**src/rtl/mips_pkg.sv**
```systemverilog
// mips_pkg: memory access op codes, byte-enable constants and W-side load register layout
// shared by the data-memory lane unit and its load extender.
package mips_pkg;
   localparam logic [2:0] MEM_OP_WORD  = 3'd0;
   localparam logic [2:0] MEM_OP_HALFS = 3'd1;
   localparam logic [2:0] MEM_OP_HALFU = 3'd2;
   localparam logic [2:0] MEM_OP_BYTES = 3'd3;
   localparam logic [2:0] MEM_OP_BYTEU = 3'd4;
   localparam logic [3:0] BYTEEN_NONE  = 4'b0000;

   typedef struct packed {
      logic        load_valid;
      logic [4:0]  rd_idx;
      logic [2:0]  op;
      logic [1:0]  off;
      logic [31:0] raw;
      logic        exc;
   } w_reg_t;

   function automatic logic is_legal_mem_op(input logic [2:0] op);
      return op <= MEM_OP_BYTEU;
   endfunction
endpackage

```
**src/rtl/load_ext.sv**
```systemverilog
// load_ext: selects the addressed byte/halfword of a loaded word and sign- or zero-extends it.
module load_ext
   import mips_pkg::*;
(
   input  logic [31:0] i_raw,
   input  logic [1:0]  i_off,
   input  logic [2:0]  i_op,
   output logic [31:0] o_data
);
   logic [7:0]  w_byte;
   logic [15:0] w_half;

   assign w_byte = i_raw[{i_off, 3'b000} +: 8];
   assign w_half = i_raw[{i_off[1], 4'b0000} +: 16];
   assign o_data = (i_op == MEM_OP_BYTES) ? {{24{w_byte[7]}}, w_byte} :
                   (i_op == MEM_OP_BYTEU) ? {24'd0, w_byte} :
                   (i_op == MEM_OP_HALFS) ? {{16{w_half[15]}}, w_half} :
                   (i_op == MEM_OP_HALFU) ? {16'd0, w_half} : i_raw;
endmodule

```
**src/rtl/dm_lane_unit.sv**
```systemverilog
// dm_lane_unit: store-side byte-lane steering and byte enables in M, plus the W-side load
// register feeding load_ext; flags misaligned and illegal accesses.
module dm_lane_unit
   import mips_pkg::*;
#(
   parameter int ADDR_W          = 32,
   parameter bit EXC_ON_MISALIGN = 1'b1
) (
   input  logic              clk,
   input  logic              reset_n,
   input  logic              M_valid,
   input  logic              M_mem_wr,
   input  logic              M_mem_rd,
   input  logic [2:0]        M_mem_op,
   input  logic [ADDR_W-1:0] M_addr,
   input  logic [31:0]       M_wdata,
   input  logic [4:0]        M_rd_idx,
   input  logic              W_stall,
   input  logic              W_flush,
   output logic [ADDR_W-1:0] m_data_addr,
   output logic [31:0]       m_data_wdata,
   output logic [3:0]        m_data_byteen,
   input  logic [31:0]       m_data_rdata,
   output logic              M_addr_exc,
   output logic              W_load_valid,
   output logic [4:0]        W_rd_idx,
   output logic [31:0]       W_load_data,
   output logic              W_addr_exc
);
   logic        w_is_word, w_is_half, w_illegal, w_misalign, w_suppress;
   logic [1:0]  w_off;
   logic [31:0] w_ext;
   w_reg_t      r_w;

   assign w_is_word  = M_mem_op == MEM_OP_WORD;
   assign w_is_half  = (M_mem_op == MEM_OP_HALFS) | (M_mem_op == MEM_OP_HALFU);
   assign w_illegal  = !is_legal_mem_op(M_mem_op) | (M_mem_wr & M_mem_rd);
   assign w_misalign = (w_is_word & |M_addr[1:0]) | (w_is_half & M_addr[0]);
   assign w_suppress = w_illegal | (EXC_ON_MISALIGN & w_misalign);
   // Without misalign exceptions the access is force-aligned to its natural boundary.
   assign w_off = EXC_ON_MISALIGN ? M_addr[1:0] :
                  w_is_word ? 2'b00 :
                  w_is_half ? {M_addr[1], 1'b0} : M_addr[1:0];

   assign m_data_addr   = {M_addr[ADDR_W-1:2], 2'b00};
   assign M_addr_exc    = M_valid & (M_mem_wr | M_mem_rd) & w_suppress;
   assign m_data_wdata  = w_is_word ? M_wdata :
                          w_is_half ? {2{M_wdata[15:0]}} : {4{M_wdata[7:0]}};
   assign m_data_byteen = (!M_valid | !M_mem_wr | w_suppress) ? BYTEEN_NONE :
                          w_is_word ? 4'b1111 :
                          w_is_half ? (w_off[1] ? 4'b1100 : 4'b0011) :
                          4'b0001 << w_off;

   always_ff @(posedge clk or negedge reset_n) begin
      if (!reset_n) begin
         r_w <= '0;
      end else if (W_flush) begin
         r_w.load_valid <= 1'b0;
         r_w.rd_idx     <= '0;
         r_w.raw        <= '0;
         r_w.exc        <= 1'b0;
      end else if (!W_stall) begin
         r_w.load_valid <= M_valid & M_mem_rd & !M_addr_exc;
         r_w.rd_idx     <= M_rd_idx;
         r_w.op         <= M_mem_op;
         r_w.off        <= w_off;
         r_w.raw        <= m_data_rdata;
         r_w.exc        <= M_addr_exc;
      end
   end

   load_ext u_load_ext (
      .i_raw  (r_w.raw),
      .i_off  (r_w.off),
      .i_op   (r_w.op),
      .o_data (w_ext)
   );

   assign W_load_valid = r_w.load_valid;
   assign W_rd_idx     = r_w.rd_idx;
   assign W_addr_exc   = r_w.exc;
   assign W_load_data  = r_w.load_valid ? w_ext : 32'd0;
endmodule

```
**config.mk**
```make
export PLATFORM = sky130hd
export DESIGN_NAME = dm_lane_unit
export DESIGN_NICKNAME = d
export VERILOG_FILES = /design/src/rtl/mips_pkg.sv /design/src/rtl/load_ext.sv /design/src/rtl/dm_lane_unit.sv
export SDC_FILE = /design/constraint.sdc
export NUM_CORES = 1
export LEC_CHECK = 0
export CAP_MARGIN = 15
export CELL_PAD_IN_SITES_DETAIL_PLACEMENT = 1
export CELL_PAD_IN_SITES_GLOBAL_PLACEMENT = 2
export CORE_ASPECT_RATIO = 1.4
export CORE_MARGIN = 2
export CORE_UTILIZATION = 21
export DETAILED_ROUTE_END_ITERATION = 12
export GPL_ROUTABILITY_DRIVEN = 0
export HOLD_SLACK_MARGIN = 0.1
export PLACE_DENSITY_LB_ADDON = 0.1
export RECOVER_POWER = 50
export SYNTH_ARGS = -nofsm -noshare
export SYNTH_HDL_FRONTEND = slang
export SYNTH_SLANG_ARGS = --single-unit
export TNS_END_PERCENT = 5
```
**constraint.sdc**
```tcl
create_clock -name clk -period 2.02 [get_ports clk]
set_input_delay 0.303 -clock clk [delete_from_list [all_inputs] [get_ports clk]]
set_output_delay 0.303 -clock clk [all_outputs]
set_load 0.005 [all_outputs]
```
# ---- Word-level counts from Yosys, hierarchy flattened
# Index checks and enable logic that the tools add are counted.
# W data, S select, Z words.
dict set report totals {
  out_inout_bits 108
  in_bits 111
  reg_bits 44
  word_cells 54
}
dict set report op_classes {
  eq_ne 7
  magnitude_cmp 1
  n_reduce_logical 7
  shift 3
  muxes 14
  bitwise_logic 16
}
# operator n
set op_table {}
lappend op_table {{$mux W32} 7}
lappend op_table {{$mux W44} 1}
lappend op_table {{$mux W33} 1}
lappend op_table {{$shiftx A32 B6 Y16} 1}
lappend op_table {{$shiftx A32 B6 Y8} 1}
lappend op_table {{$mux W4} 4}
lappend op_table {{$eq A3 B2 Y1 const B} 3}
lappend op_table {{$and A1 B1 Y1} 7}
lappend op_table {{$or A1 B1 Y1} 7}
lappend op_table {{$eq A3 B1 Y1 const B} 2}
lappend op_table {{$mux W6} 1}
lappend op_table {{$logic_not A1 Y1} 4}
lappend op_table {{$shl A1 B2 Y4 const A} 1}
lappend op_table {{$eq A3 B3 Y1 const B} 1}
lappend op_table {{$le A3 B3 Y1 const B} 1}
lappend op_table {{$logic_not A3 Y1} 1}
lappend op_table {{$ne A2 B1 Y1 const B} 1}
lappend op_table {{$not A1 Y1} 2}
lappend op_table {{$reduce_and A2 Y1} 1}
lappend op_table {{$reduce_or A2 Y1} 1}

# ---- Longest topological paths before layout
dict set report logic_depth {
  word_depth 10
  depth_mapped 7
  mapped_depth_nobuf 4
}

# ---- Cells and area by module
# From an unflattened synthesis, not the netlist that was laid out.
dict set report unflattened {
  hier_cells 433
  area_unflattened_um2 4015.1
}
# mod cells_per_inst area_per_inst_um2 instances seq_area_each_um2
set modules_own_cells {}
lappend modules_own_cells {dm_lane_unit 309 3004.1 1 1101.1}
lappend modules_own_cells {load_ext 124 1011.0 1 0.0}

# ---- Least setup slack after synthesis
# No wires, ideal clock.
dict set report synth_timing {
  kind {reg-to-output}
  from {register r_w[33] in the netlist's numbering}
  to {output port W_load_data[21]}
  path_slack_ns 0.175
  arrival_ns 1.542
  path_buffers 3
  required_time_ns 1.717
  path_stages_with_launch 7
  path_cell_list {dfrtp_1 > buf_6 > mux4_2 > nor2b_4 > buf_6 > buf_8 > o21a_1}
}
dict set report synth_between {
  elab_chain_cells 3
}
# item line_no
set synth_rtl {}
lappend synth_rtl {{start: declaration} dm_lane_unit.sv:33} ;# w_reg_t r_w;
lappend synth_rtl {{$shiftx A32 B6 Y8} load_ext.sv:13} ;# assign w_byte = i_raw[{i_off, 3'b000} +: 8];
lappend synth_rtl {{$mux W32} load_ext.sv:15} ;# assign o_data = (i_op == MEM_OP_BYTES) ? {{24{w_byte[7]}}, w_byte} :
lappend synth_rtl {{$mux W32} dm_lane_unit.sv:82} ;# assign W_load_data = r_w.load_valid ? w_ext : 32'd0;
lappend synth_rtl {{end: declaration} dm_lane_unit.sv:27} ;# output logic [31:0] W_load_data,
# Every way passes these cells.

# ---- Final worst setup path
dict set report layout_timing {
  from {register r_w[36] in the netlist's numbering}
  to {output port W_load_data[3]}
}
dict set report layout_between {
  elab_chain_cells 6
  word_cells_on_any_way 9
  classes_between {eq/ne (4); mux (5)}
}
# item line_no
set layout_rtl {}
lappend layout_rtl {{$eq A3 B2 Y1} load_ext.sv:18} ;# (i_op == MEM_OP_HALFU) ? {16'd0, w_half} : i_raw;
lappend layout_rtl {{$mux W32} load_ext.sv:18}
lappend layout_rtl {{$mux W32} load_ext.sv:17} ;# (i_op == MEM_OP_HALFS) ? {{16{w_half[15]}}, w_half} :
lappend layout_rtl {{$mux W32} load_ext.sv:16} ;# (i_op == MEM_OP_BYTEU) ? {24'd0, w_byte} :
lappend layout_rtl {{$mux W32 (*)} load_ext.sv:15}
lappend layout_rtl {{$mux W32 (*)} dm_lane_unit.sv:82}
# Every way passes the cells marked *; elsewhere a longest branch is shown, timed or not.

==> impl_metrics.json <==
{
  "holdPathEnd": "W_addr_exc",
  "max_freq_mhz": 431,
  "numCtsBuffers": 5,
  "clock_power_share": 0.314,
  "outcome": "finished, violations left",
  "rsz0062_at_grt": "true",
  "dp_slack_ps": -406,
  "die_h_um": 164,
  "vias": 3988,
  "insertedDiodeCount": 0,
  "wl_per_cell_um": 18.7,
  "timing.critical_path.buf_inv": 5,
  "hold_class": "input pin to flip-flop",
  "p_sw_frac": 0.299,
  "worstPathCellList": "buf_6 -> xor2_2 -> nand3b_1 -> buf_4 -> buf_6 -> buf_4 -> mux2i_1 -> a21oi_1 -> buf_2",
  "synthCells": 435,
  "synth_ff_type": "dfrtp_1",
  "drt_iter0_drc": 113,
  "via_per_inst": 4.58,
  "syn_area_sq_um": 3860,
  "leakagePower_nw": 2.89,
  "clkSlewWorstSetupHoldPaths_ps": 70,
  "grtUsageTotal": 0.171,
  "initial_core_util": 0.214,
  "end_kind": "output port",
  "finalHoldViolations": 0,
  "ios": 219,
  "holdCritStartpoint": "W_stall",
  "crit_arrival_ps": 2020,
  "worst_slew_pin_slew_ps": 1060,
  "nets": 741,
  "first_pass_iters": 4,
  "numPortBuffers": 156,
  "grt_max_degree": 38,
  "slew_headroom": 0.294,
  "cts_tree": "done",
  "antenna_found_initial": 0,
  "worstPathRequired_ps": 1720,
  "switchingPower_mw": 1.03,
  "synth_cell_type_count": 43,
  "synth_edf_count": 0,
  "htreeDepth": 2,
  "fin_skew_ps": 0,
  "holdWs_ps": 280,
  "critPathMaxFanout": 5,
  "fin_ws_ps": -300,
  "regToRegSetupSlack_ps": 960,
  "slew_violations": 0,
  "yosysSeqAreaShare": 0.285,
  "hpwl_um": 12800,
  "comb_power_share": 0.396,
  "worstReg2RegEnd": "r_w[36]",
  "die_width_um": 119,
  "drc_errors": 0,
  "n_fill_cell": 2166,
  "cap_violations": 0,
  "fin_crit_sh": 1.15,
  "cts.sinks": 44,
  "avgSynthCellArea_sq_um": 8.87,
  "post-route-min-period_ps": 2320,
  "rr_startpoint": "r_w[36]",
  "slowest_stage": "dfrtp_1",
  "cts_buffer_depth": 2,
  "die_area_sq_um": 19500,
  "vdd_drop_max_mv": 0.277,
  "hold_path_depth": 2,
  "core-area_sq_um": 18000,
  "first_global_vias": 4418,
  "clk_latency_ps": 300,
  "clockRootBuffer": "clkbuf_16",
  "p_int_mw": 2.41,
  "start_kind": "flip-flop",
  "grt_pass1_wl_um": 25700,
  "syn_to_final_growth_pct": 61.7,
  "fin_tns_setup_ps": -7170,
  "setup_viol": 34,
  "yosys_warnings": 0,
  "critPathKind": "flip-flop to output port",
  "num_rows": 58,
  "pwr_density_cell_nw_per_um2": 551,
  "failed_checks": "negative setup slack",
  "ys_ff_latch": 44,
  "drive_gt1_frac": 0.325,
  "async_reset_ff_frac": 1.00,
  "antenna_left": 0,
  "reg2reg_depth": 3,
  "p_seq_frac": 0.290,
  "grt.overflow.total": 0,
  "drt_wl_total_um": 16300,
  "max_stage_delay_ps": 420,
  "power_mw": 3.44,
  "cp_top_family": "buffers and inverters"
}
[power groups by stage]
stage | clock network, mW | registers [mW] | logic [mW]
final | 1.08 | 0.996 | 1.36
after global placement | 0 | 1.01 | 1.24
after floorplan | 0 | 0.993 | 0.634
after global routing | 1.13 | 1.00 | 1.48
after CTS | 1.12 | 0.995 | 1.37
after detailed placement | 0 | 1.01 | 1.26
[layout make-up]
| type | instances | area, sq um | area share |
|---|---|---|---|
| Multi-Input combinational cell | 310 | 2270 | 0.365 |
| Tap cell | 240 | 300 | 0.0481 |
| Inverter | 1 | 3.75 | 0.000602 |
| Clock inverter | 2 | 60.1 | 0.00963 |
| Clock buffer | 5 | 125 | 0.0201 |
| Sequential cell | 44 | 1100 | 0.177 |
| Timing Repair Buffer | 268 | 2370 | 0.380 |
[logic make-up after synthesis]
group                     Yosys count  share of synthesized area
AOI/OAI and AO/OA                 109                      0.181
xor gates and xnor gates            4                    0.00908
buffers and inverters              82                      0.144
DFF                                44                      0.285
muxes                              82                      0.252
other                               1                   0.000972
and+or+nand+nor                   113                      0.128
[through the flow]
step	utilization	instances	instance area [sq um]
5_1_grt	0.347	870	6240
6_report	0.347	870	6240
3_3_place_gp	0.330	840	5940
4_1_cts	0.351	869	6310
3_5_place_dp	0.330	840	5940
2_1_floorplan	-	436	3860
[per-layer routing]
layer,vias to the layer above,part of all wire,global-route usage,routed length [um]
met1,1956,0.38,0.181,6130
li1,1874,-,-,-
met4,0,0.022,0.0552,358
met3,17,0.056,0.0365,905
met2,141,0.55,0.334,8890
met5,-,0,0,0
[flip-flops by register name (all words and copies together), names as in the netlist]
name / cells
W_rd_idx: 5
r_w: 37
W_addr_exc: 1
W_load_valid: 1
[cells in the mapped netlist (9+ instances only)]
| master | instances | share of area |
|---|---|---|
| buf_2 | 9 | 0.012 |
| mux2i_1 | 53 | 0.14 |
| o211ai_1 | 10 | 0.019 |
| a21oi_1 | 34 | 0.044 |
| o21ai_0 | 26 | 0.034 |
| mux2_2 | 21 | 0.061 |
| clkbuf_1 | 15 | 0.015 |
| buf_4 | 45 | 0.088 |
| dfrtp_1 | 44 | 0.29 |
| nor2_1 | 43 | 0.042 |
| o21a_1 | 17 | 0.033 |
| nand2_1 | 52 | 0.051 |
[worst reg2reg max path: stages, from the launching register on]
cell and delay (ps):
dfrtp_1 430, buf_4 160, buf_4 120, mux2_2 250
[worst max path at each step]
stage                            from          endpoint  slack [ps]  depth (start not counted)
after floorplan               r_w[33]   W_load_data[21]         180                          6
after global placement    M_mem_op[0]  m_data_byteen[3]        -380                          8
after detailed placement  M_mem_op[2]  m_data_byteen[2]        -410                          7
after CTS                     r_w[33]   W_load_data[15]        -280                          6
after global routing          r_w[36]   W_load_data[30]        -360                          8
final                         r_w[36]    W_load_data[3]        -300                          9
[repair_timing]
item,in CTS,in global routing
gates resized for setup,192,21
hold endpoints to repair,15,0
buffers inserted,20,1
gates cloned,1,0
setup endpoints to repair,61,44
pin swaps,14,6
hold buffers,1,0
[placed cells by master, fill, tap and decap left out, types with 17 or more instances in the layout]
master           instances
clkdlybuf4s50_1         90
o21a_1                  17
nor2_1                  43
mux2_2                  20
mux2i_1                 53
o21ai_0                 23
dlygate4sd2_1           22
a21oi_1                 24
nand2_1                 52
dfrtp_1                 43
buf_2                   25
buf_4                   82
buf_6                   18
Note: power is estimated with default switching activity, not from simulation.
